--- src/rtl/adc_scan_sequencer_if.sv ---
// ADC handshake and result stream bundle for the scan sequencer.
// The master side is the sequencer; the slave side is the ADC core plus
// the result consumer.
interface adc_scan_sequencer_if #(
  parameter int RESOLUTION = 8,
  parameter int NUM_CH     = 4
);
  localparam int CW = $clog2(NUM_CH);

  logic                  adc_start_o;
  logic                  adc_rdy_i;
  logic [RESOLUTION-1:0] adc_result_i;
  logic [CW-1:0]         ch_sel_o;
  logic                  data_valid_o;
  logic [CW-1:0]         data_ch_o;
  logic [RESOLUTION-1:0] data_o;
  logic                  scan_done_o;

  modport master (
    output adc_start_o, ch_sel_o, data_valid_o, data_ch_o, data_o, scan_done_o,
    input  adc_rdy_i, adc_result_i
  );

  modport slave (
    input  adc_start_o, ch_sel_o, data_valid_o, data_ch_o, data_o, scan_done_o,
    output adc_rdy_i, adc_result_i
  );
endinterface

--- src/rtl/adc_scan_sequencer.sv ---
// Multi-channel SAR ADC scan sequencer: mux select, settle wait,
// start/ready/release handshake with timeout, 2^N averaging and a
// valid-only result stream.
module adc_scan_sequencer #(
  parameter int RESOLUTION = 8,
  parameter int NUM_CH     = 4,
  parameter int TIMEOUT    = 64
) (
  input  logic                 clk_i,
  input  logic                 rst_ni,
  input  logic                 en_i,
  input  logic                 trig_i,
  input  logic                 cont_i,
  input  logic [NUM_CH-1:0]    ch_mask_i,
  input  logic [1:0]           avg_log2_i,
  input  logic [3:0]           settle_i,
  adc_scan_sequencer_if.master bus,
  output logic                 busy_o,
  output logic                 timeout_o
);
  localparam int CW = $clog2(NUM_CH);
  localparam int AW = RESOLUTION + 3;
  localparam int TW = $clog2(TIMEOUT + 1);

  typedef enum logic [2:0] {IDLE, SETTLE, CONV, RELEASE, CAPTURE} state_e;

  state_e                state_q, state_d;
  logic [NUM_CH-1:0]     mask_q;
  logic [1:0]            avg_q;
  logic [3:0]            settle_q, set_cnt_q, conv_cnt_q;
  logic [TW-1:0]         to_cnt_q;
  logic [CW-1:0]         ch_q, data_ch_q, first_ch, nxt_ch;
  logic [AW-1:0]         acc_q, acc_sum;
  logic [RESOLUTION-1:0] data_q;
  logic                  to_hit_q, abort_q, timeout_q, dvalid_q, done_q;
  logic                  has_nxt, last_conv;
  logic                  start_scan, adv_ch, emit, scan_end, to_now;

  // Lowest requested channel at scan start; descending loop so the lowest bit wins.
  always_comb begin
    first_ch = '0;
    for (int i = NUM_CH - 1; i >= 0; i--)
      if (ch_mask_i[i]) first_ch = CW'(i);
  end

  // Next enabled channel strictly above the current one in the latched mask.
  always_comb begin
    nxt_ch  = '0;
    has_nxt = 1'b0;
    for (int i = NUM_CH - 1; i >= 0; i--)
      if (mask_q[i] && CW'(i) > ch_q) begin
        nxt_ch  = CW'(i);
        has_nxt = 1'b1;
      end
  end

  // A timed-out conversion contributes zero to the average.
  assign acc_sum   = acc_q + (to_hit_q ? AW'(0) : AW'(bus.adc_result_i));
  assign last_conv = (conv_cnt_q == ((4'd1 << avg_q) - 4'd1));

  // Next-state and control strobes.
  always_comb begin
    state_d    = state_q;
    start_scan = 1'b0;
    adv_ch     = 1'b0;
    emit       = 1'b0;
    scan_end   = 1'b0;
    to_now     = 1'b0;
    unique case (state_q)
      IDLE: if (en_i && (trig_i || cont_i) && (ch_mask_i != '0)) begin
        start_scan = 1'b1;
        state_d    = SETTLE;
      end
      SETTLE: begin
        if (!en_i)                      state_d = IDLE;
        else if (set_cnt_q == settle_q) state_d = CONV;
      end
      CONV: begin
        if (bus.adc_rdy_i) state_d = RELEASE;
        else if (to_cnt_q == TW'(TIMEOUT - 1)) begin
          to_now  = 1'b1;
          state_d = RELEASE;
        end
      end
      RELEASE: state_d = CAPTURE;
      CAPTURE: begin
        // An abort lets the handshake finish, then drops the partial result.
        if (abort_q || !en_i)  state_d = IDLE;
        else if (!last_conv)   state_d = CONV;
        else begin
          emit = 1'b1;
          if (has_nxt) begin
            adv_ch  = 1'b1;
            state_d = SETTLE;
          end else begin
            scan_end = 1'b1;
            if (cont_i && (ch_mask_i != '0)) begin
              start_scan = 1'b1;
              state_d    = SETTLE;
            end else begin
              state_d = IDLE;
            end
          end
        end
      end
      default: state_d = IDLE;
    endcase
  end

  // State register.
  always_ff @(posedge clk_i or negedge rst_ni)
    if (!rst_ni) state_q <= IDLE;
    else         state_q <= state_d;

  // Datapath: config latch, counters, accumulator and output registers.
  always_ff @(posedge clk_i or negedge rst_ni) begin
    if (!rst_ni) begin
      mask_q     <= '0;
      avg_q      <= '0;
      settle_q   <= '0;
      ch_q       <= '0;
      set_cnt_q  <= '0;
      to_cnt_q   <= '0;
      conv_cnt_q <= '0;
      acc_q      <= '0;
      to_hit_q   <= 1'b0;
      abort_q    <= 1'b0;
      timeout_q  <= 1'b0;
      dvalid_q   <= 1'b0;
      done_q     <= 1'b0;
      data_q     <= '0;
      data_ch_q  <= '0;
    end else begin
      set_cnt_q <= (state_q == SETTLE) ? set_cnt_q + 4'd1 : 4'd0;
      to_cnt_q  <= (state_q == CONV) ? to_cnt_q + TW'(1) : '0;
      if (to_now)                  to_hit_q <= 1'b1;
      else if (state_q == CAPTURE) to_hit_q <= 1'b0;
      if (state_q == IDLE) abort_q <= 1'b0;
      else if (!en_i)      abort_q <= 1'b1;
      if (!en_i)       timeout_q <= 1'b0;
      else if (to_now) timeout_q <= 1'b1;
      if (start_scan) begin
        mask_q   <= ch_mask_i;
        avg_q    <= avg_log2_i;
        settle_q <= settle_i;
        ch_q     <= first_ch;
      end else if (adv_ch) begin
        ch_q <= nxt_ch;
      end
      if (start_scan || adv_ch) begin
        acc_q      <= '0;
        conv_cnt_q <= '0;
      end else if (state_q == CAPTURE) begin
        acc_q      <= acc_sum;
        conv_cnt_q <= conv_cnt_q + 4'd1;
      end
      if (emit) begin
        data_q    <= RESOLUTION'(acc_sum >> avg_q);
        data_ch_q <= ch_q;
      end
      dvalid_q <= emit;
      done_q   <= scan_end;
    end
  end

  assign bus.adc_start_o  = (state_q == CONV);
  assign bus.ch_sel_o     = ch_q;
  assign bus.data_valid_o = dvalid_q;
  assign bus.data_ch_o    = data_ch_q;
  assign bus.data_o       = data_q;
  assign bus.scan_done_o  = done_q;
  assign busy_o           = (state_q != IDLE);
  assign timeout_o        = timeout_q;
endmodule

--- src/flat_wrapper.sv ---
// flat-port wrapper written by rule: the top's interface ports become plain ports
module adc_scan_sequencer_flat 
#(
  parameter int RESOLUTION = 8,
  parameter int NUM_CH     = 4,
  parameter int TIMEOUT    = 64
)
  (clk_i, rst_ni, en_i, trig_i, cont_i, ch_mask_i, avg_log2_i, settle_i, busy_o, timeout_o, bus_adc_start_o, bus_ch_sel_o, bus_data_valid_o, bus_data_ch_o, bus_data_o, bus_scan_done_o, bus_adc_rdy_i, bus_adc_result_i);
  adc_scan_sequencer_if #(.RESOLUTION(RESOLUTION), .NUM_CH(NUM_CH)) bus_i ();
  input  logic clk_i;
  input  logic rst_ni;
  input  logic en_i;
  input  logic trig_i;
  input  logic cont_i;
  input  logic [NUM_CH-1:0] ch_mask_i;
  input  logic [1:0] avg_log2_i;
  input  logic [3:0] settle_i;
  output logic busy_o;
  output logic timeout_o;
  output wire logic [$bits(bus_i.adc_start_o)-1:0] bus_adc_start_o;
  output wire logic [$bits(bus_i.ch_sel_o)-1:0] bus_ch_sel_o;
  output wire logic [$bits(bus_i.data_valid_o)-1:0] bus_data_valid_o;
  output wire logic [$bits(bus_i.data_ch_o)-1:0] bus_data_ch_o;
  output wire logic [$bits(bus_i.data_o)-1:0] bus_data_o;
  output wire logic [$bits(bus_i.scan_done_o)-1:0] bus_scan_done_o;
  input wire logic [$bits(bus_i.adc_rdy_i)-1:0] bus_adc_rdy_i;
  input wire logic [$bits(bus_i.adc_result_i)-1:0] bus_adc_result_i;
  assign bus_adc_start_o = bus_i.adc_start_o;
  assign bus_ch_sel_o = bus_i.ch_sel_o;
  assign bus_data_valid_o = bus_i.data_valid_o;
  assign bus_data_ch_o = bus_i.data_ch_o;
  assign bus_data_o = bus_i.data_o;
  assign bus_scan_done_o = bus_i.scan_done_o;
  assign bus_i.adc_rdy_i = bus_adc_rdy_i;
  assign bus_i.adc_result_i = bus_adc_result_i;
  adc_scan_sequencer #(.RESOLUTION(RESOLUTION), .NUM_CH(NUM_CH), .TIMEOUT(TIMEOUT)) u_core (.clk_i(clk_i), .rst_ni(rst_ni), .en_i(en_i), .trig_i(trig_i), .cont_i(cont_i), .ch_mask_i(ch_mask_i), .avg_log2_i(avg_log2_i), .settle_i(settle_i), .bus(bus_i), .busy_o(busy_o), .timeout_o(timeout_o));
endmodule
--- config.mk ---
export PLATFORM = sky130hd
export DESIGN_NAME = adc_scan_sequencer_flat
export DESIGN_NICKNAME = d
export VERILOG_FILES = /design/src/rtl/adc_scan_sequencer_if.sv /design/src/rtl/adc_scan_sequencer.sv /design/src/flat_wrapper.sv
export SDC_FILE = /design/constraint.sdc
export NUM_CORES = 1
export LEC_CHECK = 0
export ABC_AREA = 1
export CAP_MARGIN = 15
export CORE_ASPECT_RATIO = 0.5
export CORE_MARGIN = 2
export CORE_UTILIZATION = 35
export DETAILED_ROUTE_END_ITERATION = 10
export SETUP_SLACK_MARGIN = 0.05
export SYNTH_ARGS = -nofsm -noshare
export SYNTH_HDL_FRONTEND = slang
export SYNTH_SLANG_ARGS = --single-unit
--- constraint.sdc ---
create_clock -name clk_i -period 2 [get_ports clk_i]
set_input_delay 0.3 -clock clk_i [delete_from_list [all_inputs] [get_ports clk_i]]
set_output_delay 0.3 -clock clk_i [all_outputs]
set_load 0.01 [all_outputs]
==> results_dict.tcl, run 1 <==
set metrics [dict create \
    yosys_most_used_dff "dfrtp_1" \
    min_period_over_period_pct 97.8 \
    drive_gt1_share_pct 27.8 \
    hold_class "reg2reg" \
    fmax_mhz 511 \
    max_cap_violations 0 \
    seq_area_um2 1380 \
    drt_first_pass_iters 4 \
    clk_latency_ps 300 \
    htreeDepth 2 \
    routed_wl_um 8060 \
    synth_edf_count 0 \
    timing.setup.tns_ps 0 \
    vias_per_cell 4.60 \
    worstPathRequired_ps 2230 \
    num_rows 25 \
    worst_pin_slew_ps 438 \
    grt_max_degree 33 \
    seq_area_frac_synth_pct 40.4 \
    p_per_area_nw_per_um2 1280 \
    area_growth_pct 35.1 \
    initial_utilization_pct 36.1 \
    routedWlPerCell_um 12.2 \
    clkTransAtPathRegs_ps 70 \
    r2r_end "u_core.bus.data_o[7]" \
    gr-total-overflow 0 \
    p_switching_w 0.00251 \
    cts.sinks 55 \
    drtAntennaViolNets 0 \
    combPwrFrac_pct 55.9 \
    globalplace.congestion 0.837 \
    multiInputGateArea_um2 2010 \
    die_h_um 73.8 \
    r2r-start "u_core.to_hit_q" \
    cts_buffers 5 \
    drc 0 \
    io_pins 41 \
    start_kind "flip-flop" \
    yosysWarnings 0 \
    clockPowerShare_pct 15.2 \
    slew_headroom_pct 70.8 \
    outcome "completed" \
    synthesis.nets 488 \
    grt_first_pass_wirelength_um 13600 \
    drt-initial-drc-count 174 \
    final_util_pct 48.7 \
    clockBufferDepth 2 \
    synth_top_area_share_pct 40.4 \
    rsz0062_at_grt "true" \
    setup_violations 0 \
    fin_skew_ps 8.53 \
    grt_pass1_vias 2885 \
    swShare_pct 42.7 \
    synth_cell_types 37 \
    vdd_drop_max_uv 492 \
    power_frac_seq_pct 29.0 \
    r2r_setup_slack_ps 40 \
    ys_ff_latch 55 \
    core_um2 9450 \
    nets 561 \
    worst-setup-path-type "reg2reg" \
    leakage_nw 2.23 \
    antenna_found_initial 0 \
    hpwl_um 6000 \
    worstPathArrival_ps 2190 \
    crit_path_max_fanout 3 \
    synthCells 452 \
    dieArea_um2 10600 \
    grtUsageTotal_pct 16.4 \
    intPower_w 0.00336 \
    yosys.area.top_type "dfrtp_1" \
    cts_tree "done" \
    netlist_area_um2 3410 \
    avgSynthCellArea_um2 7.54 \
    min_from "u_core.to_cnt_q[0]" \
    filler_cell_count 952 \
    ys_async_sr_fraction_pct 100 \
    vias 3036 \
    portBuffers 40 \
    die_x_um 144 \
    cts_root_buffer "clkbuf_16" \
    period_needed_ps 1960 \
    worst-r2r-cell-count 14 \
    holdPathEnd "u_core.to_cnt_q[0]" \
    synth_area_leaders "dfrtp_1 40%, nand2_1 14%, nand3_1 7.3%, inv_1 5.8%, nor2_1 5.1%" \
    critPathCaptureType "flip-flop" \
    slew_viol_final 0 \
    hold_violations 0 \
    diodes 0 \
    worstHoldPathCells 1 \
]
-- metrics by stage --
stage	cells	hold slack [ps]	setup slack (ps)	cell area [µm²]	power (W)
floorplan	452	4.41	76.9	3410	0.00350
global placement	648	313	-289	4140	0.00445
detailed placement	648	313	-334	4140	0.00448
CTS	658	465	2.90	4400	0.00560
global route	660	483	-114	4600	0.00637
finish	660	465	43.8	4600	0.00587
-- cell usage after synthesis (2+ instances only) --
library cell,number
nand2_1,127
dfrtp_1,55
inv_1,53
nand3_1,50
nor2_1,46
a21oi_1,16
o21ai_0,14
ha_1,11
nand2_2,9
nor2_2,7
a21oi_2,6
nand4_1,5
or2_2,5
xnor2_1,5
xor2_1,5
nor3_1,4
o21ai_2,4
inv_2,3
nor2_4,3
buf_6,2
clkbuf_1,2
nand2_4,2
nand3_2,2
nand3b_1,2
o21ai_1,2
-- power by group through the flow --
stage          sequential [W]  combinational (W)  clock [W]
5_1_grt               0.00174            0.00367   0.000955
3_5_place_dp          0.00170            0.00278          0
4_1_cts               0.00169            0.00299   0.000917
2_1_floorplan         0.00163            0.00187          0
6_report              0.00170            0.00328   0.000889
3_3_place_gp          0.00169            0.00276          0
-- timing repair --
action,in CTS,in global routing
setup endpoints to repair,11,13
pin swaps,9,28
setup buffers,2,2
endpoints found under the hold margin,23,0
gates resized for setup,25,50
hold buffers,1,0
-- how the worst max path moves through the flow --
stage / start / slack (ps) / endpoint / cells after the start
after floorplan: u_core.to_hit_q / 80 / u_core.bus.data_o[7] / 15
after CTS: u_core.to_hit_q / 3 / u_core.bus.data_o[7] / 14
after global placement: bus_adc_result_i[0] / -290 / u_core.bus.data_o[7] / 16
after global routing: u_core.to_hit_q / -110 / u_core.bus.data_o[7] / 14
after detailed placement: bus_adc_result_i[0] / -330 / u_core.bus.data_o[7] / 16
final: u_core.to_hit_q / 40 / u_core.bus.data_o[7] / 14
-- logic make-up (layout without fill, tap and decap cells) --
logic type / Yosys count / after routing / share of synthesized area, %
XOR/XNOR: 10 / 10 / 2.57
flip-flops: 55 / 55 / 40.4
adder cells (fa/ha/maj): 12 / 12 / 4.63
AND/OR/NAND/NOR: 266 / 266 / 36.1
buffers and inverters: 66 / 139 / 8.81
AO/OA/AOI/OAI: 43 / 43 / 7.46
-- cell type report --
type / count / area share, %
tap: 135 / 3.67
timing repair buffer: 75 / 15.0
sequential: 55 / 29.9
inverter: 57 / 4.76
clock buffer: 5 / 2.72
multi-input combinational: 331 / 43.6
clock inverter: 2 / 0.353
-- flip-flops by register name, indices dropped and copies added, names as in the netlist --
register and cells:
u_core.abort_q 1, u_core.acc_q 11, u_core.avg_q 2, u_core.bus.ch_sel_o 2
u_core.bus.data_ch_o 2, u_core.bus.data_o 8, u_core.bus.data_valid_o 1, u_core.bus.scan_done_o 1
u_core.conv_cnt_q 4, u_core.mask_q 3, u_core.set_cnt_q 4, u_core.settle_q 4
u_core.state_q 3, u_core.timeout_o 1, u_core.to_cnt_q 7, u_core.to_hit_q 1
-- per-layer routing --
metal / global-route usage (%) / up-vias / wire (µm)
met5: 0 / - / 0
met4: 3.92 / 0 / 79
met3: 3.19 / 8 / 250
met2: 28.3 / 40 / 3740
met1: 21.6 / 1411 / 3980
li1: - / 1577 / -
-- placed cells by master (no fill, tap or decap), drive strengths merged, types with 2 or more instances in the layout --
master	synthesis	final
nand3	53	53
nand3b	2	2
dfrtp	55	55
nand2	138	138
buf	7	35
inv	57	58
xnor2	5	5
clkbuf	2	5
xor2	5	5
o21ai	20	20
nor2	56	56
clkdlybuf4s50	0	36
dlymetal6s2s	0	2
nor3	4	4
or2	5	5
a21oi	22	22
ha	11	11
nand4	7	7
-- worst max-delay path, cell delays in order (launching register included) --
cell     delay (ps)
dfrtp_2         430
nor2_2           50
ha_2            190
fa_2            400
nand2_2          90
nand2_2          60
nand3_2          90
nand2_2          80
nand2_2          80
nand2_1          60
nand2_1          60
nand2_2          60
nor2_2          100
nor2_1           40
nor2_1           90
(Power assumes the default switching activity.)
==> inputs of run 2 (changes only) <==
--- a/config.mk
+++ b/config.mk
@@ -9,8 +9,9 @@
 export CAP_MARGIN = 15
 export CORE_ASPECT_RATIO = 0.5
 export CORE_MARGIN = 2
-export CORE_UTILIZATION = 35
+export CORE_UTILIZATION = 23
 export DETAILED_ROUTE_END_ITERATION = 10
+export DONT_BUFFER_PORTS = 1
 export SETUP_SLACK_MARGIN = 0.05
 export SYNTH_ARGS = -nofsm -noshare
 export SYNTH_HDL_FRONTEND = slang
==> run 2 against run 1 <==
Effect of this change: first-iteration DRC count is 14% higher; clock power up 0.9%; count of clock-buffer cells in the layout up 1; sequential power rose by 4%; critical endpoint is now u_core.bus.data_o[5]; setup slack worse by 40 ps; combinational power fell by 6%; sequential share of layout area grew 2.1 points; critical path depth down 1; maximum frequency is 2.0% lower; via count shrank 3.9%.
==> results_dict.tcl, run 2 (same netlist as run 1, synthesis figures left out) <==
set metrics [dict create \
    drc 0 \
    p_per_area_nw_per_um2 1340 \
    min_period_over_period_pct 99.8 \
    clockPowerShare_pct 15.6 \
    crit_path_max_fanout 4 \
    combPwrFrac_pct 53.8 \
    clk_latency_ps 300 \
    grt_first_pass_wirelength_um 14000 \
    cts.sinks 55 \
    leakage_nw 2.05 \
    hold_class "in2reg" \
    worst_pin_slew_ps 405 \
    fmax_mhz 501 \
    die_x_um 176 \
    finalPower_w 0.00574 \
    period_needed_ps 2000 \
    grtUsageTotal_pct 11.1 \
    globalplace.congestion 0.865 \
    vias_per_cell 4.34 \
    htreeDepth 2 \
    clkTransAtPathRegs_ps 70 \
    crit_path_cell_trace "buf_6, nor2_4, ha_4, nand2_1, nand2_1, a21oi_4, nand3_2, nand2_2, nand2_2, nand2_2, nand2_1, nand3_1, nand2_1" \
    area_growth_pct 26.0 \
    num_rows 31 \
    power_frac_seq_pct 30.6 \
    nets 509 \
    swShare_pct 44.8 \
    routedWlPerCell_um 13.2 \
    die_h_um 90.1 \
    worst-setup-path-type "reg2reg" \
    intPower_w 0.00317 \
    setup_violations 0 \
    largest_register_ffs 11 \
    slew_viol_final 0 \
    drt_first_pass_iters 4 \
    core_um2 14500 \
    final_cell_mix "101 x nand2_1, 55 x dfrtp_1, 52 x inv_1, 37 x nand3_1, 34 x nor2_1" \
    grt_pass1_vias 2835 \
    slowest_delay_ps 420 \
    worstPathArrival_ps 2190 \
    cts_tree "done" \
    antenna_found_initial 0 \
    routed_wl_um 8870 \
    cts_root_buffer "clkbuf_16" \
    clockBufferDepth 2 \
    slowest_stage "dfrtp_1" \
    final_util_pct 29.7 \
    slew_headroom_pct 73.0 \
    worstPathRequired_ps 2190 \
    fin_skew_ps 5.36 \
    start_kind "flip-flop" \
    gr-total-overflow 0 \
    hpwl_um 6350 \
    vias 2919 \
    vdd_drop_max_uv 406 \
    filler_cell_count 1540 \
    initial_utilization_pct 23.5 \
    critPathCaptureType "flip-flop" \
    diodes 0 \
    outcome "completed" \
    drtAntennaViolNets 0 \
    grt_max_degree 56 \
    p_switching_w 0.00257 \
    drt-initial-drc-count 198 \
    final_common_cell "nand2_1" \
    io_pins 41 \
    cts_buffers 5 \
    dieArea_um2 15900 \
    hold_violations 0 \
    max_cap_violations 0 \
    rsz0062_at_grt "true" \
    portBuffers 0 \
    drive_gt1_share_pct 29.1 \
    top_register "u_core.acc_q" \
    crit_top_cell "nand2_1" \
]
==> run 2: changes by cell type in the layout (fill, tap and decap cells not counted), moves of 3 or more <==
cell	previous run	this run
nand2_4	3	6
clkdlybuf4s50_1	36	0
nand2_1	105	101
buf_4	32	17
nand3_1	40	37
==> run 2: cell type report <==
cell class | instances | area (µm²) | share of cell area (%)
multi-input cells | 331 | 2080 | 48.4
flip-flops and latches | 55 | 1380 | 32.1
well taps | 198 | 248 | 5.77
inverters | 57 | 219 | 5.10
repair buffers | 23 | 228 | 5.31
clock inverters | 2 | 16.3 | 0.379
clock buffers | 6 | 129 | 3.00
==> run 2: metrics by stage <==
stage | std cells | hold slack, ps | cell area, µm² | TNS (ps) | worst slack, ps
6_report | 672 | 98.8 | 4290 | 0 | 3.46
3_5_place_dp | 658 | 5.41 | 3730 | -85.3 | -56.1
4_1_cts | 668 | 91.1 | 3940 | 0 | 17.0
2_1_floorplan | 452 | 4.41 | 3410 | 0 | 76.9
3_3_place_gp | 658 | 6.24 | 3730 | -9.79 | -7.21
5_1_grt | 672 | 99.3 | 4290 | -406 | -117
==> run 2: path summary, 6_finish.rpt <==
check | from | depth (start not counted) | slack (ps) | endpoint
max in group asynchronous | rst_ni | 2 | 1220 | u_core.acc_q[9]
min in group asynchronous | rst_ni | 2 | 540 | u_core.bus.ch_sel_o[0]
worst min register to register | u_core.to_cnt_q[0] | 1 | 470 | u_core.to_cnt_q[0]
worst max-delay path | u_core.to_hit_q | 13 | 3 | u_core.bus.data_o[5]
worst max register to register | u_core.to_hit_q | 13 | 3 | u_core.bus.data_o[5]
worst min-delay path | settle_i[0] | 2 | 100 | u_core.settle_q[0]
==> run 2: power groups by stage <==
stage,registers [W],clock network (W),logic [W]
finish,0.00176,0.000897,0.00309
global route,0.00180,0.000956,0.00343
CTS,0.00173,0.000927,0.00245
detailed placement,0.00175,0,0.00237
global placement,0.00174,0,0.00235
floorplan,0.00163,0,0.00187
==> run 2: layer usage <==
metal	share of wire, %	GRT usage, %	wire [µm]
met1	47	14.0	4160
met2	47	18.3	4170
met3	4.5	2.66	395
met4	1.6	4.06	142
met5	0	0	0
==> run 2: repair_timing <==
action	in CTS	in global routing
resized for setup	8	76
buffers inserted	0	4
hold buffers	2	0
endpoints found under the hold margin	55	0
setup endpoints to repair	5	14
pin swaps	2	34
==> run 2: critical path, delay by kind of cell, from the launching register on <==
kind / cells / cell delay, ps
and+or+nand+nor: 10 / 840
DFF: 1 / 420
AOI/OAI and AO/OA: 1 / 220
buffers and inverters: 1 / 160
adders and majority gates: 1 / 220
==> inputs of run 3 (changes only) <==
--- a/config.mk
+++ b/config.mk
@@ -7,7 +7,7 @@
 export LEC_CHECK = 0
 export ABC_AREA = 1
 export CAP_MARGIN = 15
-export CORE_ASPECT_RATIO = 0.5
+export CORE_ASPECT_RATIO = 1.4
 export CORE_MARGIN = 2
 export CORE_UTILIZATION = 23
 export DETAILED_ROUTE_END_ITERATION = 10
==> run 3 against run 2 <==
Effect of this change: register-to-register slack better by 60 ps; clock skew is 3.7 ps higher; maximum frequency is 3.0% higher; hold slack better by 2.9 ps; clock power is 15% higher; sequential power hardly changed; combinational power is 7.1% lower.
==> results_dict.tcl, run 3 (same netlist as run 1, synthesis figures left out) <==
set metrics [dict create \
    routed_wl_um 8820 \
    layout.cells.non_filler 663 \
    swShare_pct 44.2 \
    cp-startpoint "u_core.to_hit_q" \
    top_register "u_core.acc_q" \
    worstPathRequired_ps 2190 \
    cts_root_buffer "clkbuf_16" \
    largest_register_ffs 11 \
    worstPathArrival_ps 2130 \
    grt_pass1_vias 3031 \
    core_um2 14400 \
    place_inst 646 \
    clockPowerShare_pct 18.2 \
    slew_headroom_pct 69.8 \
    cts_tree "done" \
    final_cell_mix "100 x nand2_1, 53 x dfrtp_1, 51 x inv_1, 38 x nor2_1, 38 x nand3_1" \
    drc 0 \
    gr-total-overflow 0 \
    globalplace.congestion 0.886 \
    hpwl_um 6520 \
    worst-setup-path-type "reg2reg" \
    outcome "completed" \
    p_switching_w 0.00251 \
    initial_utilization_pct 23.6 \
    htreeDepth 2 \
    worst-r2r-cell-count 13 \
    grtUsageTotal_pct 11.4 \
    cts_buffers 5 \
    portBuffers 0 \
    fin_skew_ps 9.10 \
    postPlaceCellArea_um2 3670 \
    io_pins 41 \
    grt_max_degree 56 \
    routedWlPerCell_um 13.3 \
    die_x_um 107 \
    area_growth_pct 24.9 \
    diodes 0 \
    period_needed_ps 1940 \
    die_h_um 148 \
    timing.setup.tns_ps 0 \
    stdcell_area_um2 4250 \
    final_common_cell "nand2_1" \
    clkTransAtPathRegs_ps 80 \
    vias 2970 \
    r2r_end "u_core.bus.data_o[7]" \
    r2r_setup_slack_ps 60 \
    vdd_drop_max_uv 593 \
    dieArea_um2 15800 \
    intPower_w 0.00317 \
    r2r-start "u_core.to_hit_q" \
    antenna_found_initial 0 \
    cp-endpoint "u_core.bus.data_o[7]" \
    min_period_over_period_pct 97.0 \
    critPathCaptureType "flip-flop" \
    clockBufferDepth 2 \
    worst_pin_slew_ps 453 \
    drt-initial-drc-count 114 \
    hold_violations 0 \
    fmax_mhz 516 \
    max_cap_violations 0 \
    grt_first_pass_wirelength_um 14400 \
    drtAntennaViolNets 0 \
    clk_latency_ps 290 \
    crit_path_max_fanout 5 \
    leakage_nw 2.06 \
    combPwrFrac_pct 50.5 \
    nets 509 \
    drive_gt1_share_pct 28.7 \
    start_kind "flip-flop" \
    slew_viol_final 0 \
    vias_per_cell 4.48 \
    setup_violations 0 \
    cts.sinks 55 \
    hold_class "in2reg" \
    power_frac_seq_pct 31.3 \
    num_rows 52 \
    p_per_area_nw_per_um2 1340 \
    finalPower_w 0.00568 \
    filler_cell_count 1585 \
    drt_first_pass_iters 6 \
    rsz0062_at_grt "true" \
]
## run 3: cell count changes in the layout (fill, tap and decap cells not counted), moves of 2 or more
| cell | before | now |
|---|---|---|
| buf_12 | 2 | 0 |
| buf_4 | 17 | 19 |
| dfrtp_1 | 55 | 53 |
| dfrtp_2 | 0 | 2 |
| nor2_1 | 34 | 38 |
| nor2_2 | 13 | 8 |
## run 3: how the worst min path moves through the flow
stage	cells after the start	start	end	slack, ps
after CTS	2	settle_i[0]	u_core.settle_q[0]	100
after detailed placement	0	rst_ni	u_core.to_cnt_q[4]	6
final	2	settle_i[0]	u_core.settle_q[0]	100
after floorplan	0	rst_ni	u_core.abort_q	4
after global placement	0	rst_ni	u_core.to_cnt_q[4]	6
after global routing	2	settle_i[0]	u_core.settle_q[0]	100
## run 3: power groups by stage
| stage | registers [W] | logic (W) | clock network, W |
|---|---|---|---|
| finish | 0.00178 | 0.00287 | 0.00103 |
| global route | 0.00183 | 0.00321 | 0.00112 |
| CTS | 0.00176 | 0.00251 | 0.00106 |
| detailed placement | 0.00177 | 0.00227 | 0 |
| global placement | 0.00176 | 0.00226 | 0 |
| floorplan | 0.00163 | 0.00187 | 0 |
## run 3: repair_timing
| item | CTS | global route |
|---|---|---|
| hold endpoints to repair | 55 | 0 |
| pin swaps | 18 | 21 |
| resized for setup | 25 | 55 |
| setup buffers | 5 | 2 |
| endpoints found under the setup margin | 5 | 15 |
| hold buffers | 2 | 0 |
## run 3: stage by stage
step,setup WS [ps],hold WS [ps],util (%)
6_report,60.8,102,29.5
5_1_grt,-87.7,97.3,29.5
4_1_cts,45.6,96.5,27.8
3_5_place_dp,-77.2,6.27,25.4
3_3_place_gp,-33.4,6.45,25.4
2_1_floorplan,76.9,4.41,-
## run 3: critical path: stages (launching register included)
cell,delay [ps]
dfrtp_2,480
buf_8,170
nor2_4,90
ha_4,220
nand2_2,100
inv_1,70
nand2_1,70
nand2_1,60
nand2_1,80
nand4_1,140
nand3_1,130
nand3_1,70
nor2_1,110
nor2_1,40
## run 3: layer usage
| layer | vias up | GRT usage (%) | wire, µm |
|---|---|---|---|
| met5 | - | 0 | 0 |
| met4 | 0 | 3.25 | 121 |
| met3 | 12 | 3.26 | 486 |
| met2 | 62 | 20.4 | 4510 |
| met1 | 1415 | 13.0 | 3700 |
| li1 | 1481 | - | - |
## run 3: area by class of cell
| type | instances | area, µm² | share of cell area (%) |
|---|---|---|---|
| clock buffers | 5 | 125 | 2.94 |
| clock inverters | 3 | 47.5 | 1.12 |
| inverters | 57 | 219 | 5.15 |
| multi-input cells | 331 | 2040 | 48.0 |
| flip-flops and latches | 55 | 1380 | 32.4 |
| well taps | 189 | 236 | 5.56 |
| repair buffers | 23 | 206 | 4.85 |
